<file path="src/rtl/prog_loader_pkg.sv">
// Shared types and constants for the serial program loader.
package prog_loader_pkg;

    typedef enum logic [2:0] {
        S_IDLE,
        S_LEN_LO,
        S_LEN_HI,
        S_DATA,
        S_CHECK,
        S_DONE,
        S_ERROR
    } state_t;

    localparam logic [7:0] MAGIC_DEFAULT  = 8'hA5;
    localparam int         BYTES_PER_WORD = 4;
    localparam logic [7:0] CHECKSUM_INIT  = 8'h00;

endpackage

</file>
<file path="src/rtl/prog_loader_byte_packer.sv">
// Packs a little-endian byte stream into words; word_valid pulses with the last byte.
module byte_packer
    import prog_loader_pkg::*;
(
    input  logic                        clock,
    input  logic                        reset,
    input  logic                        clear,
    input  logic                        in_valid,
    input  logic [7:0]                  in_byte,
    output logic                        word_valid,
    output logic [BYTES_PER_WORD*8-1:0] word
);

    localparam int SH_W = (BYTES_PER_WORD - 1) * 8;

    logic [1:0]      r_cnt;
    logic [SH_W-1:0] r_sh;

    // NOTE: sequential state uses non-blocking assignments so every register
    // samples pre-edge values, independent of block ordering.
    always_ff @(posedge clock) begin
        if (reset || clear) begin
            r_cnt <= '0;
            r_sh  <= '0;
        end else if (in_valid) begin
            r_cnt <= r_cnt + 2'd1;
            r_sh  <= {in_byte, r_sh[SH_W-1:8]};
        end
    end

    // The final byte completes the word combinationally so the top can register it.
    assign word_valid = in_valid && (r_cnt == 2'(BYTES_PER_WORD - 1));
    assign word       = {in_byte, r_sh};

endmodule

</file>
<file path="src/rtl/prog_loader.sv">
// Frame parser that writes ToyRISC program memory and holds the CPU until a good checksum.
module prog_loader
    import prog_loader_pkg::*;
#(
    parameter int                ADDR_W    = 16,
    parameter int                DATA_W    = 32,
    parameter int                DEPTH     = 1024,
    parameter logic [ADDR_W-1:0] BASE_ADDR = '0,
    parameter logic [7:0]        MAGIC     = MAGIC_DEFAULT
) (
    input  logic              clock,
    input  logic              reset,
    input  logic              start,
    input  logic              rx_valid,
    input  logic [7:0]        rx_byte,
    output logic              rx_ready,
    output logic              pm_we,
    output logic [ADDR_W-1:0] pm_addr,
    output logic [DATA_W-1:0] pm_wdata,
    output logic              cpu_hold,
    output logic              done,
    output logic              error
);

    state_t            r_state;
    state_t            w_next;
    logic              r_rx_ready;
    logic              r_pm_we;
    logic [ADDR_W-1:0] r_pm_addr;
    logic [DATA_W-1:0] r_pm_wdata;
    logic [15:0]       r_count;
    logic [15:0]       r_word_cnt;
    logic [7:0]        r_csum;

    logic              w_accept;
    logic              w_rearm;
    logic              w_word_valid;
    logic [DATA_W-1:0] w_word;
    logic [15:0]       w_count;

    assign w_accept = rx_valid && r_rx_ready;
    assign w_rearm  = start && (r_state == S_DONE || r_state == S_ERROR);
    assign w_count  = {rx_byte, r_count[7:0]};

    byte_packer u_packer (
        .clock      (clock),
        .reset      (reset),
        .clear      (r_state != S_DATA),
        .in_valid   (w_accept && (r_state == S_DATA)),
        .in_byte    (rx_byte),
        .word_valid (w_word_valid),
        .word       (w_word)
    );

    // NOTE: next_state gets its default before the case so no path leaves it
    // unassigned, which would otherwise infer a latch.
    always_comb begin
        w_next = r_state;
        case (r_state)
            S_IDLE:   if (w_accept && rx_byte == MAGIC) w_next = S_LEN_LO;
            S_LEN_LO: if (w_accept) w_next = S_LEN_HI;
            S_LEN_HI: begin
                if (w_accept) begin
                    if (w_count == 16'd0)             w_next = S_CHECK;
                    else if (w_count > 16'(DEPTH))    w_next = S_ERROR;
                    else                              w_next = S_DATA;
                end
            end
            S_DATA:   if (w_word_valid && r_word_cnt == r_count - 16'd1) w_next = S_CHECK;
            S_CHECK:  if (w_accept) w_next = (rx_byte == r_csum) ? S_DONE : S_ERROR;
            S_DONE,
            S_ERROR:  if (start) w_next = S_IDLE;
            default:  w_next = S_IDLE;
        endcase
    end

    always_ff @(posedge clock) begin
        if (reset) begin
            r_state    <= S_IDLE;
            r_rx_ready <= 1'b0;
            r_pm_we    <= 1'b0;
            r_pm_addr  <= BASE_ADDR;
            r_pm_wdata <= '0;
            r_count    <= '0;
            r_word_cnt <= '0;
            r_csum     <= CHECKSUM_INIT;
        end else begin
            r_state    <= w_next;
            r_rx_ready <= (w_next != S_DONE) && (w_next != S_ERROR);
            r_pm_we    <= w_word_valid;
            if (w_word_valid) begin
                r_pm_addr  <= BASE_ADDR + ADDR_W'(r_word_cnt);
                r_pm_wdata <= w_word;
                r_word_cnt <= r_word_cnt + 16'd1;
            end
            if (w_accept && r_state == S_LEN_LO) r_count[7:0]  <= rx_byte;
            if (w_accept && r_state == S_LEN_HI) r_count[15:8] <= rx_byte;
            if (w_accept && r_state == S_DATA)   r_csum        <= r_csum ^ rx_byte;
            // Re-arming restarts addressing and the checksum for the next frame.
            if (w_rearm) begin
                r_pm_addr  <= BASE_ADDR;
                r_word_cnt <= '0;
                r_csum     <= CHECKSUM_INIT;
            end
        end
    end

    assign rx_ready = r_rx_ready;
    assign pm_we    = r_pm_we;
    assign pm_addr  = r_pm_addr;
    assign pm_wdata = r_pm_wdata;
    assign cpu_hold = (r_state != S_DONE);
    assign done     = (r_state == S_DONE);
    assign error    = (r_state == S_ERROR);

endmodule

</file>
<file path="config.mk">
export PLATFORM = sky130hd
export DESIGN_NAME = prog_loader
export DESIGN_NICKNAME = d
export VERILOG_FILES = /design/src/rtl/prog_loader_pkg.sv /design/src/rtl/prog_loader_byte_packer.sv /design/src/rtl/prog_loader.sv
export SDC_FILE = /design/constraint.sdc
export NUM_CORES = 1
export LEC_CHECK = 0
export CORE_ASPECT_RATIO = 2
export CORE_MARGIN = 3
export CORE_UTILIZATION = 48
export DETAILED_ROUTE_END_ITERATION = 8
export PLACE_DENSITY = 0.69
export RECOVER_POWER = 25
export SLEW_MARGIN = 20
export SYNTH_ARGS = -nofsm -noshare
export SYNTH_HDL_FRONTEND = slang
export SYNTH_SLANG_ARGS = --single-unit
</file>
<file path="constraint.sdc">
create_clock -name clock -period 4.8 [get_ports clock]
set_clock_uncertainty 0.1 [all_clocks]
set_input_delay 0.72 -clock clock [delete_from_list [all_inputs] [get_ports clock]]
set_output_delay 0.72 -clock clock [all_outputs]
set_load 0.03 [all_outputs]
</file>
==> out/metrics.yaml <==
run_status:
  status: "finished, final reports clean"
layout:
  seq_area_um2: 2380
  multi_input_area_um2: 2590
  fin_nets: 705
  areaGrowthSynthToFinish_pct: 23.6
  n_antenna_cell: 0
  drive_above_1_share: 0.0697
  fillers: 958
power_and_ir_drop:
  peakVddDrop_v: 0.000295
  total_power_mw: 2.27
  p_per_area_nw_per_um2: 354
  p_leak_nw: 2.25
detailed_routing:
  via_count: 4573
  dr.pass1.iters: 4
  drtAntennaViolNets: 0
  drt_iter0_markers: 145
  wl_per_cell_um: 16.0
  routed_via_density: 5.44
  wirelength_mm: 13.4
  drc: 0
clock_network:
  ctsHtreeMaxLevel: 4
  cts_buffers: 17
  clk_pin_slew_ns: 0.05
  cts-root-buf: "clkbuf_16"
  cts_sinks: 119
  cts_hold_buf: 0
  cts_setup_buffers: 0
  cts_tree: "done"
  clockBufferDepth: 2
  ctsResizeCount: 0
  clk_latency_ns: 0.42
worst_setup_path:
  worst_setup_path_end_kind: "flip-flop"
  crit_path_end: "rx_ready$_SDFF_PP0_"
  r2r_setup_slack_ns: 1.98
  worstSetupStartpoint: "rx_valid"
  reg2reg_to: "rx_ready$_SDFF_PP0_"
  crit_fanout: 31
  reg2reg_depth: 7
  crit_type: "in -> reg"
  cp.required_ns: 5.04
  critical_path_arrival_ns: 3.39
  start_kind: "primary input"
  reg2reg_from: "r_state[1]$_SDFF_PP0_"
die:
  die_x_um: 79.6
  ioPinCount: 65
  die_area_um2: 12200
  initial_utilization: 0.494
  core_area_um2: 10500
  fp-row-count: 53
  die_y_um: 153
logic_synthesis:
  synth_top_area_frac: 0.458
  synth.most_common_cell: "nand2_1"
  ys_types: 56
  yosys-top-cells-count: "nand2_1, dfxtp_1, a21oi_1"
  yosys_most_used_dff: "dfxtp_1"
  async_flop_share: 0
  synth.top_cells.by_area: "dfxtp_1, nand2_1, a21oi_1"
  synth_edf_count: 0
  syn_area_per_cell_um2: 8.01
  yosysTopAreaCell: "dfxtp_1"
  syn_nets: 665
  syn_inst: 650
  synth_seq_area_share: 0.458
  ys_warn_count: 0
  netlist_area_um2: 5210
  ys_seq_elements: 119
timing:
  tightest_slew_ns: 1.02
  fin_crit_sh: 0.657
  finalHoldViolCount: 0
  max_freq_mhz: 317
  setup_viol: 0
  fin_crit_ns: 3.16
  drv_slew: 0
  fin_setup_tns_ns: 0
  rsz0062_at_grt: "false"
  relSlewSlack: 0.318
global_routing:
  gr-usage-all-layers: 0.229
  antenna_found_initial: 0
  grt_first_pass_wirelength_mm: 21.7
  grt-ovfl-total: 0
  grt_max_degree: 55
  grt_pass1_vias: 4561
placed_design:
  port_buffers: 64
  dp_hpwl_mm: 9.45
  gp_congestion: 0.882
min_path:
  hp-class: "reg -> reg"
  min-delay-start: "pm_addr[12]$_SDFFE_PP0P_"
run:
  drv_cap: 0
## layout make-up
cell class	count	share of cell area
timing repair buffer	71	0.106
sequential	119	0.370
multi-input combinational	473	0.403
tap	137	0.0266
clock buffer	21	0.0700
clock inverter	11	0.0194
inverter	8	0.00467
## worst min-delay path by stage
stage                               end  slack, ns  cells past startpoint
2_1_floorplan  pm_wdata[0]$_SDFFE_PP0P_       0.33                      2
3_3_place_gp   pm_wdata[4]$_SDFFE_PP0P_       0.34                      2
3_5_place_dp   pm_wdata[5]$_SDFFE_PP0P_       0.35                      2
4_1_cts         pm_addr[7]$_SDFFE_PP0P_       0.35                      2
5_1_grt        pm_addr[10]$_SDFFE_PP0P_       0.37                      2
6_report       pm_addr[12]$_SDFFE_PP0P_       0.35                      2
## state kept, by name, summed over array words and instances, names as in the netlist
name	flops
r_csum	8
pm_addr	16
u_packer.r_sh	24
rx_ready	1
pm_we	1
r_word_cnt	16
u_packer.r_cnt	2
r_count	16
pm_wdata	32
r_state	3
## kinds of logic after synthesis
family / Yosys count / share of synthesized area
AO/OA/AOI/OAI: 114 / 0.126
adder cells (fa/ha/maj): 3 / 0.00721
multiplexers: 16 / 0.0310
XOR/XNOR: 46 / 0.0774
buffers and inverters: 58 / 0.0445
flip-flops: 119 / 0.458
AND/OR/NAND/NOR: 294 / 0.257
## per-stage QoR
stage               area, um^2  instances  hold slack [ns]  utilization  worst slack (ns)
finish                    6430        840            0.348        0.610              1.64
global route              6430        840            0.366        0.610              1.46
CTS                       6450        840            0.354        0.612              1.71
detailed placement        5880        808            0.346        0.557              1.30
global placement          5880        808            0.341        0.557              1.35
floorplan                 5210        650            0.332            -              2.34
## layout by cell type (no fill, tap or decap), types with 15 or more instances in the layout
cell               n
clkdlybuf4s50_1   35
nand2_1          171
dfxtp_1          119
xnor2_1           21
clkbuf_16         17
a21oi_1           86
xor2_1            25
mux2i_1           15
dlygate4sd3_1     28
nor2_1            52
## where the power goes
part | total (mW) | internal, mW | switching [mW]
Sequential | 0.989 | 0.989 | 0.000679
Combinational | 0.0547 | 0.0160 | 0.0387
Clock | 1.23 | 0.777 | 0.453
Total | 2.27 | 1.78 | 0.493
## worst max-delay path, cell delays in order
cell	delay (ns)
dlygate4sd3_1	0.55
and2_1	0.37
and3_2	0.62
nand3_1	0.25
nor4_4	0.20
o2111ai_2	0.19
a211o_1	0.35
a21oi_2	0.13
## metal layers
metal / share of wire / GRT usage / vias to the layer above
met3: 0.032 / 0.0548 / 33
met1: 0.37 / 0.225 / 2194
met4: 0.039 / 0.121 / 0
met5: 0 / 0 / -
li1: - / - / 2242
met2: 0.56 / 0.426 / 104
No activity file was read; power rests on OpenSTA's default activity.
